<file path="config.mk">
export PLATFORM = sky130hd
export DESIGN_NAME = fwd_hazard_ctrl
export DESIGN_NICKNAME = d
export VERILOG_FILES = /design/src/rtl/fwd_hazard_ctrl.sv
export SDC_FILE = /design/constraint.sdc
export NUM_CORES = 1
export LEC_CHECK = 0
export CORE_MARGIN = 10
export CORE_UTILIZATION = 40
export CTS_CLUSTER_DIAMETER = 30
export DETAILED_ROUTE_END_ITERATION = 7
export GPL_TIMING_DRIVEN = 1
export PLACE_DENSITY_LB_ADDON = 0.3
export RECOVER_POWER = 25
export SYNTH_ARGS = -nofsm -noshare
export SYNTH_HDL_FRONTEND = slang
export SYNTH_SLANG_ARGS = --single-unit
export TNS_END_PERCENT = 100
</file>
<file path="constraint.sdc">
create_clock -name clk -period 1.7 [get_ports clk]
set_input_delay 0.17 -clock clk [delete_from_list [all_inputs] [get_ports clk]]
set_output_delay 0.17 -clock clk [all_outputs]
set_load 0.03 [all_outputs]
</file>
<file path="src/rtl/fwd_hazard_ctrl.sv">
// Forwarding / load-use hazard controller for the EX-stage operand muxes of the 5-stage core.
// Optional stall counter enabled by defining FWD_STALL_CNT_EN.
//
// state    | meaning
// RUN      | normal flow; load-use hazard with ID triggers one stall cycle
// LU_STALL | bubble sits in EX, load in MEM; dependant re-enters EX next cycle
module fwd_hazard_ctrl #(
  parameter int REG_AW = 5,
  parameter int CNT_W  = 16
) (
  input  logic              clk,
  input  logic              rst_n,
  input  logic              id_valid,
  input  logic [REG_AW-1:0] id_rs1,
  input  logic [REG_AW-1:0] id_rs2,
  input  logic              id_rs1_used,
  input  logic              id_rs2_used,
  input  logic [REG_AW-1:0] id_rd,
  input  logic              id_regwrite,
  input  logic              id_memread,
  input  logic              flush,
  output logic              stall,
  output logic              bubble,
  output logic [1:0]        M1Sel,
  output logic [1:0]        M2Sel,
  output logic [CNT_W-1:0]  stall_cnt
);

  typedef enum logic {RUN = 1'b0, LU_STALL = 1'b1} state_t;

  state_t state;

  logic              ex_valid, ex_regwrite, ex_memread, ex_rs1_used, ex_rs2_used;
  logic [REG_AW-1:0] ex_rd, ex_rs1, ex_rs2;
  // memread is only consulted in EX, so MEM/WB carry just what forwarding needs
  logic              mem_valid, mem_regwrite;
  logic [REG_AW-1:0] mem_rd;
  logic              wb_valid, wb_regwrite;
  logic [REG_AW-1:0] wb_rd;

  logic luh;

  always_comb begin
    luh = id_valid & ex_valid & ex_memread & (ex_rd != '0) &
          ((id_rs1_used & (id_rs1 == ex_rd)) | (id_rs2_used & (id_rs2 == ex_rd)));
    stall  = (state == RUN) & luh & ~flush;
    bubble = stall | flush;
  end

  always_ff @(posedge clk or negedge rst_n) begin
    if (!rst_n) begin
      state <= RUN;
    end else begin
      case (state)
        RUN:      if (luh && !flush) state <= LU_STALL;
        LU_STALL: state <= RUN;
        default:  state <= RUN;
      endcase
    end
  end

  always_ff @(posedge clk or negedge rst_n) begin
    if (!rst_n) begin
      ex_valid     <= 1'b0;
      ex_regwrite  <= 1'b0;
      ex_memread   <= 1'b0;
      ex_rs1_used  <= 1'b0;
      ex_rs2_used  <= 1'b0;
      ex_rd        <= '0;
      ex_rs1       <= '0;
      ex_rs2       <= '0;
      mem_valid    <= 1'b0;
      mem_regwrite <= 1'b0;
      mem_rd       <= '0;
      wb_valid     <= 1'b0;
      wb_regwrite  <= 1'b0;
      wb_rd        <= '0;
    end else begin
      wb_valid     <= mem_valid;
      wb_regwrite  <= mem_regwrite;
      wb_rd        <= mem_rd;
      mem_valid    <= ex_valid;
      mem_regwrite <= ex_regwrite;
      mem_rd       <= ex_rd;
      if (bubble) begin
        ex_valid    <= 1'b0;
        ex_regwrite <= 1'b0;
        ex_memread  <= 1'b0;
        ex_rs1_used <= 1'b0;
        ex_rs2_used <= 1'b0;
        ex_rd       <= '0;
        ex_rs1      <= '0;
        ex_rs2      <= '0;
      end else begin
        ex_valid    <= id_valid;
        ex_regwrite <= id_regwrite;
        ex_memread  <= id_memread;
        ex_rs1_used <= id_rs1_used;
        ex_rs2_used <= id_rs2_used;
        ex_rd       <= id_rd;
        ex_rs1      <= id_rs1;
        ex_rs2      <= id_rs2;
      end
    end
  end

  function automatic logic [1:0] fwd_sel(input logic [REG_AW-1:0] rs, input logic used);
    if (used && mem_valid && mem_regwrite && (mem_rd != '0) && (mem_rd == rs))
      return 2'b10;
    else if (used && wb_valid && wb_regwrite && (wb_rd != '0) && (wb_rd == rs))
      return 2'b01;
    else
      return 2'b00;
  endfunction

  always_comb begin
    M1Sel = fwd_sel(ex_rs1, ex_rs1_used);
    M2Sel = fwd_sel(ex_rs2, ex_rs2_used);
  end

`ifdef FWD_STALL_CNT_EN
  always_ff @(posedge clk or negedge rst_n) begin
    if (!rst_n)     stall_cnt <= '0;
    else if (stall) stall_cnt <= stall_cnt + 1'b1;
  end
`else
  assign stall_cnt = '0;
`endif

endmodule

</file>
==> run metrics <==
failing checks setup timing; min Tclk post-route ~2 ns; GRT Total Usage a little over a tenth; Routed WL 3790 um; commonest cells after routing, fill and taps aside dfrtp_1, buf_4, a21oi_1, xnor2_1, clkdlybuf4s50_1; Mapped Avg Cell Area ~11 um2; Initial Util 41.8%; setup violators final 5; final cycle utilization of the critical path 116%; Pwr Total roughly 2.0 mW; max_cap viols 0; CTS tree built; dpl hpwl just under 3000 um; first-pass GRT wire length 6220 um; Core Region between 4000 and 5000 um2; Critical Path Sink Type output pin; Place WS -0.270 ns; initial antenna violation count 0; sequential share of the synthesized area approximately half; clock skew 0.00633 ns; Pleak 1.07 nW; Post-Syn Instances 156; PortBufs 28; Yosys Warn Count 0; WS Path Type register to output pin; Hold WC Path Type register to register; # H-tree levels 2; final count of hold timing violations 0; die height ~85 um; crit path max fanout 2; DP Cell Count 245; Avg Vias per Cell 4.57; commonest non-fill, non-tap cell in the layout dfrtp_1; Mapped Area 1690 um2; max_slew headroom 46.2%; 1st-iter DRT viols 20; CTS buffer count 5; Slew Limit Fails 0; f_max about 510 MHz; Design Area, Final 2330 um2; drt first pass iters 3; clk slew on worst S/H paths ~0.070 ns; GPL Wtd Cong 0.813; Vias 1198; DRC violations left 0; RSZ-0062 raised after global routing yes; total gr overflow 0; synth unique cells 23; CTS max path bufs 2; Syn-to-layout area delta 37.8%; # fillers 360; Synth Register Bits 35; WL/cell 14.5 um; # nets final 234; largest net degree at the start of global routing 36; Worst-Skew Late Latency 0.29 ns; DP Area 2100 um2; Worst Setup Start Kind register; WP data arrival between 1.5 and 2 ns; vias in the first global route 1327; number of diodes 0; Slew @ Worst Pin 0.807 ns; Req. time, crit path 1.53 ns; Pwr per Cell Area between 800 and 900 nW/um2; final antenna-violating net count 0; post-route setup slack -0.270 ns; Die Span X roughly 85 um; CTS root buffer clkbuf_8; FP Rows 23; Die ar. 7240 um2; Post-Layout Cell Count around 260; outcome finished, violations left; share of layout cells above drive strength 1 23.6%; Clock Sinks 35; Max VDD drop 0.527 mV; reg2reg setup slack 0.27 ns; # IOs 45; worst hold slack 0.354 ns
worst paths after layout:
path                                        from                endpoint  cells past startpoint
min in group asynchronous                  rst_n      wb_valid$_DFF_PN0_                      2
hold reg to reg            ex_regwrite$_DFF_PN0_  mem_regwrite$_DFF_PN0_                      0
hold / removal             ex_regwrite$_DFF_PN0_  mem_regwrite$_DFF_PN0_                      0
setup reg to reg              ex_rd[0]$_DFF_PN0_         state$_DFF_PN0_                      5
setup / recovery             mem_rd[2]$_DFF_PN0_                M2Sel[0]                      5
max in group asynchronous                  rst_n      ex_rd[4]$_DFF_PN0_                      2
cell type report:
type	count	area [um2]	area share (%)
flip-flops and latches	35	877	37.6
multi-input cells	114	791	33.9
repair buffers	55	492	21.1
clock buffers	5	68.8	2.95
well taps	50	62.6	2.68
clock inverters	3	43.8	1.88
through the flow:
| step | setup TNS, ns | utilization (%) |
|---|---|---|
| global route | -1.25 | 57.5 |
| floorplan | -0.0624 | - |
| detailed placement | -1.12 | 51.6 |
| global placement | -0.512 | 51.6 |
| finish | -0.807 | 57.5 |
| CTS | -0.962 | 56.0 |
Yosys cell counts, drive strengths merged:
cell type  count  area share [%]
nand3          2            0.59
clkbuf         4            0.89
xor2           8             4.1
nor4           2            0.74
a21oi         21             6.2
and3b          2             1.0
buf           18             7.7
xnor2         22              11
nand4          4             1.5
or4            2            0.89
o22ai          1            0.37
a21o           1            0.44
o211ai         2             1.2
nand4b         1            0.52
dfrtp         35              52
nand2b        20             7.4
nand2          4            0.89
nor3           5             2.1
conb           1            0.22
nor2           1            0.22
critical path, stage by stage, from the launching register on:
cell and delay, ns:
dfrtp_1 0.38, or4_4 0.55, o211ai_4 0.23, nor3_2 0.09, nor3_4 0.12, buf_6 0.15
where the power goes:
| group | internal (mW) | switching (mW) |
|---|---|---|
| Clock | 0.436 | 0.295 |
| Sequential | 0.874 | 0.0379 |
| Combinational | 0.159 | 0.161 |
| Total | 1.47 | 0.494 |
state kept, by name, indices dropped and copies added (netlist names):
signal	count
wb_valid	1
mem_valid	1
ex_memread	1
ex_rs1	5
ex_rs1_used	1
mem_regwrite	1
state	1
ex_regwrite	1
ex_rs2	5
wb_rd	5
ex_valid	1
ex_rs2_used	1
mem_rd	5
wb_regwrite	1
ex_rd	5
layer usage:
layer	track usage, %	part of all wire (%)	vias to the layer above	wire length, um
li1	-	-	596	-
met1	10.6	39	564	1470
met2	18.7	53	30	2020
met3	5.16	6.5	8	245
met4	3.44	1.4	0	54
met5	0	0	-	0
kinds of logic (layout without fill, tap and decap cells):
family / Yosys count / count (layout) / share of synthesized area, %
other: 1 / 16 / 0.221
AOI/OAI and AO/OA: 25 / 25 / 8.20
xor gates and xnor gates: 30 / 30 / 15.5
DFF: 35 / 35 / 51.7
buffers and inverters: 22 / 63 / 8.57
and+or+nand+nor: 43 / 43 / 15.8
timing repair:
action / CTS / global route
resized for setup: 15 / 13
endpoints found under the setup margin: 6 / 6
hold endpoints to repair: 0 / 0
hold buffers: 0 / 0
pin swaps: 10 / 4
setup buffers: 5 / 4
Note: power is estimated with default switching activity, not from simulation.
